--- src/rtl/fp_pkg.sv ---
// Shared fp24 field widths, constants and pipeline record types.
package fp_pkg;

  localparam int EXP_W = 8;
  localparam int MAN_W = 15;
  localparam int BIAS  = 127;

  localparam logic [EXP_W-1:0] EXP_MAX = 8'hFF;

  // Packed fp24: {sign, exp[7:0], man[14:0]}.
  typedef struct packed {
    logic             sign;
    logic [EXP_W-1:0] exp;
    logic [MAN_W-1:0] man;
  } fp24_t;

  localparam fp24_t FP24_PZERO = '0;

  // Stage A record: everything stage B needs to shift, adjust and pack.
  typedef struct packed {
    logic             sign;
    logic [EXP_W-1:0] exp;
    logic [15:0]      mant;     // sub_mant, or add_mant[15:0] on the sum path
    logic             carry;    // add_mant[16]
    logic             eff_sub;
    logic [4:0]       lzc;      // leading zeros of sub_mant (16 = cancellation)
    logic             is_inf;   // exp_i == 255
    logic             is_zin;   // exp_i == 0
  } stg_a_t;

endpackage

--- src/rtl/fp_lzc16.sv ---
// Combinational 16-bit leading-zero counter; returns 16 for an all-zero input.
module fp_lzc16 (
  input  logic [15:0] din,
  output logic [4:0]  cnt
);

  // Scan LSB->MSB so the highest set bit wins.
  always_comb begin
    cnt = 5'd16;
    for (int i = 0; i < 16; i++)
      if (din[i]) cnt = 5'(15 - i);
  end

endmodule

--- src/rtl/fp_std_1.sv ---
// fp24 add/sub second stage: path select, normalise, over/underflow, pack.
// Two register stages with valid/ready back-pressure.
module fp_std_1 #(
  parameter int WIDTH = 24
) (
  input  logic             clk_i,
  input  logic             rst_i,
  input  logic             flush_i,
  input  logic             valid_i,
  output logic             ready_o,
  input  logic             sign_i,
  input  logic [7:0]       exp_i,
  input  logic [16:0]      add_mant_i,
  input  logic [15:0]      sub_mant_i,
  input  logic             eff_sub_i,
  output logic             valid_o,
  input  logic             ready_i,
  output logic [WIDTH-1:0] result_o,
  output logic             zero_o,
  output logic             ovf_o,
  output logic             unf_o
);
  import fp_pkg::*;

  localparam int STAGES = 2;

  logic [STAGES:1] vld_pipe;
  logic            a_adv, b_adv;
  logic [4:0]      lzc;
  stg_a_t          a_d, a_q;
  fp24_t           res_d, res_q;
  logic            z_d, o_d, u_d;
  logic            z_q, o_q, u_q;
  logic [8:0]      e_inc;
  logic [15:0]     shifted;

  // Stage B drains on downstream ready; A moves whenever B can take it.
  assign b_adv   = !vld_pipe[2] || ready_i;
  assign a_adv   = !vld_pipe[1] || b_adv;
  assign ready_o = a_adv;

  fp_lzc16 u_lzc (.din(sub_mant_i), .cnt(lzc));

  // Stage A decode: capture path select, lzc, carry and special inputs.
  always_comb begin
    a_d         = '0;
    a_d.sign    = sign_i;
    a_d.exp     = exp_i;
    a_d.mant    = eff_sub_i ? sub_mant_i : add_mant_i[15:0];
    a_d.carry   = add_mant_i[16];
    a_d.eff_sub = eff_sub_i;
    a_d.lzc     = lzc;
    a_d.is_inf  = (exp_i == EXP_MAX);
    a_d.is_zin  = (exp_i == '0);
  end

  // Stage B compute: normalise shift, exponent adjust, pack and flags.
  always_comb begin
    res_d   = FP24_PZERO;
    z_d     = 1'b0;
    o_d     = 1'b0;
    u_d     = 1'b0;
    e_inc   = {1'b0, a_q.exp} + 9'd1;
    shifted = a_q.mant << a_q.lzc[3:0];
    if (a_q.is_inf) begin
      res_d.sign = a_q.sign;
      res_d.exp  = EXP_MAX;
    end else if (a_q.is_zin) begin
      res_d.sign = a_q.sign;
      z_d        = 1'b1;
    end else if (a_q.eff_sub) begin
      if (a_q.lzc[4]) begin
        // Exact cancellation always yields +0.
        z_d = 1'b1;
      end else if ({3'b0, a_q.lzc} >= a_q.exp) begin
        // Would need exponent <= 0: flush to signed zero.
        res_d.sign = a_q.sign;
        z_d        = 1'b1;
        u_d        = 1'b1;
      end else begin
        res_d.sign = a_q.sign;
        res_d.exp  = a_q.exp - {3'b0, a_q.lzc};
        res_d.man  = shifted[14:0];
      end
    end else if (a_q.carry) begin
      res_d.sign = a_q.sign;
      if (e_inc[7:0] == EXP_MAX) begin
        res_d.exp = EXP_MAX;
        o_d       = 1'b1;
      end else begin
        res_d.exp = e_inc[7:0];
        res_d.man = a_q.mant[15:1];
      end
    end else begin
      res_d.sign = a_q.sign;
      res_d.exp  = a_q.exp;
      res_d.man  = a_q.mant[14:0];
    end
  end

  // Valid shift register; flush and reset kill both stages.
  always_ff @(posedge clk_i) begin
    if (rst_i || flush_i) begin
      vld_pipe <= '0;
    end else begin
      if (b_adv) vld_pipe[2] <= vld_pipe[1];
      if (a_adv) vld_pipe[1] <= valid_i;
    end
  end

  // Stage A data register.
  always_ff @(posedge clk_i) begin
    if (rst_i)
      a_q <= '0;
    else if (a_adv && valid_i)
      a_q <= a_d;
  end

  // Stage B data register; holds while stalled so outputs stay stable.
  always_ff @(posedge clk_i) begin
    if (rst_i) begin
      res_q <= FP24_PZERO;
      z_q   <= 1'b0;
      o_q   <= 1'b0;
      u_q   <= 1'b0;
    end else if (b_adv && vld_pipe[1]) begin
      res_q <= res_d;
      z_q   <= z_d;
      o_q   <= o_d;
      u_q   <= u_d;
    end
  end

  assign valid_o  = vld_pipe[2];
  assign result_o = res_q;
  assign zero_o   = z_q & vld_pipe[2];
  assign ovf_o    = o_q & vld_pipe[2];
  assign unf_o    = u_q & vld_pipe[2];

endmodule

--- config.mk ---
export PLATFORM = sky130hd
export DESIGN_NAME = fp_std_1
export DESIGN_NICKNAME = d
export VERILOG_FILES = /design/src/rtl/fp_pkg.sv /design/src/rtl/fp_lzc16.sv /design/src/rtl/fp_std_1.sv
export SDC_FILE = /design/constraint.sdc
export NUM_CORES = 1
export LEC_CHECK = 0
export BUFFER_PORTS_ARGS = -buffer_cell sky130_fd_sc_hd__buf_4
export CORE_UTILIZATION = 30
export CTS_CLUSTER_SIZE = 20
export DETAILED_ROUTE_END_ITERATION = 7
export GPL_TIMING_DRIVEN = 0
export PLACE_DENSITY = 0.58
export RECOVER_POWER = 100
export SYNTH_ARGS = -nofsm -noshare
export SYNTH_HDL_FRONTEND = slang
export SYNTH_SLANG_ARGS = --single-unit
export TNS_END_PERCENT = 30
--- constraint.sdc ---
create_clock -name clk_i -period 3 [get_ports clk_i]
set_clock_uncertainty 0.1 [all_clocks]
set_input_delay 0.15 -clock clk_i [delete_from_list [all_inputs] [get_ports clk_i]]
set_output_delay 0.15 -clock clk_i [all_outputs]
set_load 0.05 [all_outputs]
==> reports/qor.csv, run 1 <==
stage,metric,value,unit
outcome,status,"complete, no violations",
cells_and_area,nets,649,
yosys,synth.area.top_cells,"dfxtp_1 32%, mux2i_1 7.5%, a21oi_1 5.4%",
yosys,async_flop_share,0,%
floorplanning,die_w,117.5,um
pwr,pwr-share-clk,40.4,%
setup_path,crit_type,reg -> reg,
drt,via_per_inst,5.332,
sta,maxSlewHeadroom,57.51,%
clocking,cts_root_buffer,clkbuf_16,
yosys,netlist_area,4001,um^2
place,placed_area,4780,um^2
setup_path,critPathLaunchType,flop,
clocking,clock_path_buffers,2,
drt,routed-wl-met3,729,um
place,dpl.cell_count,741,
drt,drc_errors,0,
clocking,clock-sinks,63,
drt,wl,13120,um
yosys,ys_types,63,
yosys,ys_seq_elements,63,
drt,drtAntennaViolNets,0,
floorplanning,die_height,117.5,um
sta,fin_hold_ws,28.15,ps
setup_path,worstSetupEndpointType,flop,
clocking,cts_tree,built,
pwr,pwr-share-comb,20.3,%
pwr,seqPwrFrac,39.3,%
yosys,synth_most_common_cell,dfxtp_1,
yosys,synth_top_area_share,31.52,%
sta,hold_viol_final,0,
pwr,ir_drop,0.2658,mV
drt,wire_per_inst,17.06,um
sta,tns,0,ps
yosys,netlist_instances,494,
place,hpwlAfterDp,9933,um
global_routing,antenna_found_initial,0,
setup_path,crit_required,3100,ps
floorplanning,pin_count,77,
pwr,leakagePower,1.913,nW
pwr,intPower,1.656,mW
yosys,synthTopCellsByCount,"63 x dfxtp_1, 53 x nor2_1, 51 x nand2_1",
pwr,power_switching,711.6,uW
sta,fin_crit,2834,ps
sta,finalCritPeriodShare,94.47,%
sta,max_freq,0.3528,GHz
setup_path,ff2ff_path_depth,12,
yosys,synth_edf_count,0,
yosys,yosys.area.top_type,dfxtp_1,
cells_and_area,syn_to_final_growth,28.46,%
floorplanning,dieArea,13800,um^2
place,portBuffers,75,
yosys,ys_warn_count,0,
global_routing,grt-ovfl-total,0,
setup_path,cp_max_fo,10,
sta,worst_pin_slew,637.4,ps
clocking,cts_made_buffers,9,
setup_path,arrival,2940,ps
cells_and_area,final_area,5140,um^2
drt,met1_length,6214,um
hold_path,whs_path_depth,3,
yosys,synth_seq_area_share,31.52,%
pwr,powerDensity,460.7,nW/um^2
clocking,htreeDepth,3,
cells_and_area,finalNonFillerCells,769,
sta,setup_viol,0,
cells_and_area,drive_gt1_share,17.25,%
drt,routed.top_layer,met4,
floorplanning,core_area,12820,um^2
yosys,avgSynthCellArea,8.100,um^2
pwr,swShare,30.05,%
sta,rsz0062_at_grt,false,
drt,drt_first_pass_iters,5,
yosys,synth.net_count,550,
sta,slew_viol_final,0,
drt,vias,4100,
run,drv_cap,0,
drt,wl_met2,5923,um
drt,drt_iter0_drc,280,
global_routing,grt_max_degree,12,
clocking,clk_pin_slew,50,ps
global_routing,grt.total_usage,19.04,%
floorplanning,initial_core_util,31.20,%
global_routing,grt_pass1_vias,4000,
yosys,synth-main-ff-cell,dfxtp_1,
floorplanning,std_cell_rows,41,
global_routing,grt_pass1_wl,20890,um
hold_path,worstHoldPathType,in -> reg,
clocking,clk_latency,340,ps
cells_and_area,diodes,0,
place,place_congestion,0.8882,
## state kept, by name, summed over array words and instances (netlist names)
name	flops
o_q	1
result_o	24
vld_pipe	2
u_q	1
z_q	1
a_q	34
## routing by layer
| metal | track usage [%] | vias up |
|---|---|---|
| met5 | 0 | - |
| met4 | 7.372 | 0 |
| met3 | 3.488 | 19 |
| met2 | 30.33 | 152 |
| met1 | 25.41 | 1906 |
| li1 | - | 2023 |
## placed cells by master (no fill, tap or decap), types with 5 or more instances in the layout
cell           Yosys  final
o22ai_1            6      6
dlygate4sd3_1      0     12
o31ai_1            5      5
a211oi_1          22     21
nor4_1             6      5
buf_4              1     47
mux2_2            11     11
nand2b_1           5      5
xnor2_1            5      5
ha_1               7      6
nor3_1             9      9
nand4_1            6      6
and2_1             7      6
nand2_1           51     51
mux2i_1           30     30
nor2_1            53     52
dfxtp_1           63     63
nand3_1           20     20
a221o_1            7      7
inv_1             12     12
clkbuf_16          0      9
a21oi_1           43     43
o21ai_0           18     18
nor2b_1            6      6
clkbuf_1          22     53
a22o_1             5      5
## stage by stage
stage               power (mW)  worst slack, ps  util, %
finish                   2.368            165.8    40.08
global route             2.467            11.66    40.08
CTS                      2.378            52.64    40.48
detailed placement       1.405           -167.5    37.27
global placement         1.397           -126.4    37.27
floorplan                1.233            372.7        -
## power groups by stage
stage	Combinational [mW]	Clock, mW	Sequential [mW]
after global placement	0.451	0	0.945
after detailed placement	0.458	0	0.947
after global routing	0.521	1.01	0.935
final	0.480	0.958	0.930
after floorplan	0.267	0	0.965
after CTS	0.477	0.972	0.929
## worst max-delay path, stage by stage, from the launching register on
cell	delay, ps
dfxtp_1	320
buf_6	130
buf_8	140
buf_4	200
inv_1	130
fa_2	450
a211oi_4	290
o21ai_2	140
a31oi_4	210
buf_12	150
nor4_2	60
a221oi_1	280
nor3_1	80
## cell type report
type / count / area [um^2]
plain buffers: 34 / 166.4
clock buffers: 10 / 239.0
clock inverters: 5 / 35.03
fillers: 1351 / 7685
inverters: 15 / 56.30
multi-input cells: 381 / 2565
flip-flops and latches: 63 / 1261
well taps: 172 / 215.2
repair buffers: 89 / 601.8
## kinds of logic (layout without fill, tap and decap cells)
kind of cell	after synthesis	after routing	synth area share, %
flops	63	63	31.52
buf+inv	50	153	5.597
mux	49	49	14.54
fa+ha+maj	8	8	2.689
simple gates	177	177	21.04
compound gates	138	138	22.64
xor+xnor	9	9	1.970
## worst paths after layout
check,start,to,slack [ps]
min,sub_mant_i[15],a_q[2],30
max reg2reg,a_q[3],result_o[3],170
min reg2reg,result_o[12],result_o[12],340
max,a_q[3],result_o[3],170
## repair_timing
item                                    CTS  global route
pin swaps                                 1             4
hold endpoints to repair                 12             0
endpoints found under the setup margin   20            16
buffers inserted                          0             2
hold buffers                             12             0
resized for setup                         3             8
(Power assumes the default switching activity.)
==> run 2, diff against run 1 <==
ABC_AREA = 1   (was default)
PLACE_DENSITY = 0.57   (was 0.58)
==> run 2 against run 1 <==
Compared with the run above: fmax increased by 3.3%; critical endpoint is now result_o[22]; critical path depth is 3 higher; largest power group unchanged; power grew 4.9%.
==> reports/qor.csv, run 2 <==
stage,metric,value,unit
outcome,status,"complete, no violations",
yosys,synth.area.top_cells,"dfxtp_1 31%, nand2_1 12%, a21oi_1 12%",
clocking,cts_made_buffers,9,
yosys,ys_warn_count,0,
drt,vias,4499,
yosys,ys_seq_elements,63,
cells_and_area,final_cell_mix,"134 x nand2_1, 99 x a21oi_1, 74 x o21ai_0",
drt,wl_met2,5879,um
sta,finalCritPeriodShare,91.49,%
global_routing,grt_pass1_wl,21860,um
setup_path,crit_type,reg -> reg,
floorplanning,initial_core_util,30.89,%
yosys,netlist_instances,637,
setup_path,ff2ff_path_depth,15,
setup_path,crit_required,3120,ps
place,place_ws,7.303,ps
sta,setup_viol,0,
setup_path,cp_num_cells,15,
hold_path,whs_path_depth,3,
drt,drt_iter0_drc,320,
cells_and_area,nets,784,
place,portBuffers,75,
setup_path,path_cells,clkinvlp_4 -> buf_2 -> fa_1 -> nand3_1 -> nand3_1 -> nand2_1 -> nand2_1 -> a21oi_2 -> o21ai_4 -> nand2_1 -> nand2_1 -> nand2_2 -> inv_1 -> o21ai_1 -> a21oi_1,
setup_path,worstSetupEndpointType,flop,
sta,fin_crit,2745,ps
floorplanning,die_w,119.0,um
setup_path,critPathLaunchType,flop,
cells_and_area,finalNonFillerCells,909,
floorplanning,pin_count,77,
global_routing,grt_max_degree,12,
yosys,yosys.area.top_type,dfxtp_1,
pwr,powerDensity,486.9,nW/um^2
drt,via_per_inst,4.949,
setup_path,path_buf_inv,3,
global_routing,grt.total_usage,19.71,%
setup_path,slowest_delay,480,ps
drt,drt_first_pass_iters,5,
floorplanning,std_cell_rows,42,
cells_and_area,drive_gt1_share,13.78,%
cells_and_area,fill_cells,1459,
run,drv_cap,0,
drt,drc_errors,0,
hold_path,holdCritStartpoint,exp_i[2],
global_routing,grt_pass1_vias,4171,
drt,wl,13520,um
setup_path,crit_top_cell,nand2_1,
yosys,synth_edf_count,0,
floorplanning,dieArea,14160,um^2
yosys,synth_top_area_share,30.71,%
sta,rsz0062_at_grt,false,
yosys,synth_most_common_cell,nand2_1,
pwr,ir_drop,0.2610,mV
sta,tns,0,ps
cells_and_area,layout_commonest_cell,nand2_1,
cells_and_area,syn_to_final_growth,24.28,%
place,dpl.cell_count,888,
drt,routed.top_layer,met4,
cells_and_area,diodes,0,
setup_path,cp_top_family,simple AND/OR/NAND/NOR gates,
clocking,cts_root_buffer,clkbuf_16,
drt,drtAntennaViolNets,0,
drt,wire_per_inst,14.87,um
setup_path,arrival,2860,ps
hold_path,worstHoldPathType,in -> reg,
setup_path,crit_slowest_cell,fa_1,
sta,worst_pin_slew,624.7,ps
yosys,synth.net_count,693,
pwr,leakagePower,2.142,nW
yosys,avgSynthCellArea,6.447,um^2
clocking,htreeDepth,3,
clocking,clk_pin_slew,50,ps
drt,met1_length,6723,um
sta,slew_viol_final,0,
setup_path,rr_startpoint,a_q[3],
cells_and_area,largest_reg_flops,34,
sta,maxSlewHeadroom,58.36,%
floorplanning,die_height,119.0,um
sta,hold_viol_final,0,
sta,worst_slack,255.2,ps
global_routing,grt-ovfl-total,0,
yosys,ys_types,38,
place,hpwlAfterDp,10870,um
yosys,netlist_area,4106,um^2
setup_path,critPathLaunch,a_q[3],
clocking,clk_latency,340,ps
clocking,cts_tree,built,
yosys,synth_seq_area_share,30.71,%
floorplanning,core_area,13300,um^2
setup_path,cp_max_fo,11,
drt,routed-wl-met3,761,um
cells_and_area,regMostFlops,a_q,
clocking,clock-sinks,63,
yosys,synthTopCellsByCount,"134 x nand2_1, 95 x a21oi_1, 73 x o21ai_0",
clocking,clock_path_buffers,2,
yosys,async_flop_share,0,%
global_routing,antenna_found_initial,0,
yosys,synth-main-ff-cell,dfxtp_1,
sta,max_freq,0.3643,GHz
place,place_congestion,0.8954,
[run 2: cell types whose count changed in the layout (fill, tap and decap cells not counted), sizes merged, moves of 9 or more]
cell / delta
nand2: +86
o21ai: +62
a21oi: +61
inv: +53
mux2i: -28
a211oi: -17
mux2: -14
o211ai: +11
dlygate4sd3: -9
[run 2: final cells by class]
class	count	area, um^2	share of cell area, %
Buffer	34	176.4	3.457
Clock buffer	12	246.5	4.830
Clock inverter	4	45.04	0.8826
Inverter	72	274.0	5.369
Multi-Input combinational cell	468	2381	46.65
Sequential cell	63	1261	24.71
Tap cell	176	220.2	4.315
Timing Repair Buffer	80	499.2	9.782
[run 2: repair_timing]
item,in CTS,in global routing
buffers inserted,0,2
gates resized for setup,1,1
endpoints found under the hold margin,3,0
hold buffers,3,0
setup endpoints to repair,2,10
cloned,0,0
[run 2: stage by stage]
step           hold slack, ps  utilization [%]  area (um^2)  power [mW]
3_3_place_gp            311.5            36.78         4890       1.470
6_report                3.717            38.39         5104       2.485
4_1_cts                 6.144            39.22         5215       2.505
5_1_grt                 24.37            38.39         5104       2.605
3_5_place_dp            317.0            36.78         4890       1.472
2_1_floorplan           216.7                -         4106       1.282
[run 2: power breakdown]
group,switching [mW],internal [mW],leakage (nW)
Combinational,0.342,0.183,1.48
Sequential,0.0445,0.882,0.517
Clock,0.373,0.661,0.146
[run 2: worst paths after layout]
| check | endpoint | slack (ps) |
|---|---|---|
| hold reg to reg | result_o[9] | 360 |
| setup reg to reg | result_o[22] | 260 |
| setup / recovery | result_o[22] | 260 |
| hold / removal | a_q[27] | 4 |
[run 2: worst reg2reg max path, stage by stage (launching register included)]
cell,delay (ps)
dfxtp_1,420
clkinvlp_4,130
buf_2,220
fa_1,480
nand3_1,80
nand3_1,110
nand2_1,80
nand2_1,90
a21oi_2,250
o21ai_4,130
nand2_1,80
nand2_1,80
nand2_2,150
inv_1,70
o21ai_1,80
a21oi_1,60
[run 2: cells by family (layout without fill, tap and decap cells)]
| family | count (synthesis) | after routing | synth area share [%] |
|---|---|---|---|
| mux | 2 | 2 | 0.4875 |
| compound gates | 207 | 207 | 28.18 |
| buf+inv | 106 | 202 | 10.88 |
| simple gates | 244 | 244 | 25.63 |
| fa+ha+maj | 8 | 8 | 2.620 |
| xor+xnor | 7 | 7 | 1.493 |
| flops | 63 | 63 | 30.71 |
[run 2: layer usage]
layer	GRT usage (%)	up-vias
met5	0	-
met4	5.142	0
met3	3.640	10
met2	29.69	139
met1	28.51	2040
li1	-	2310
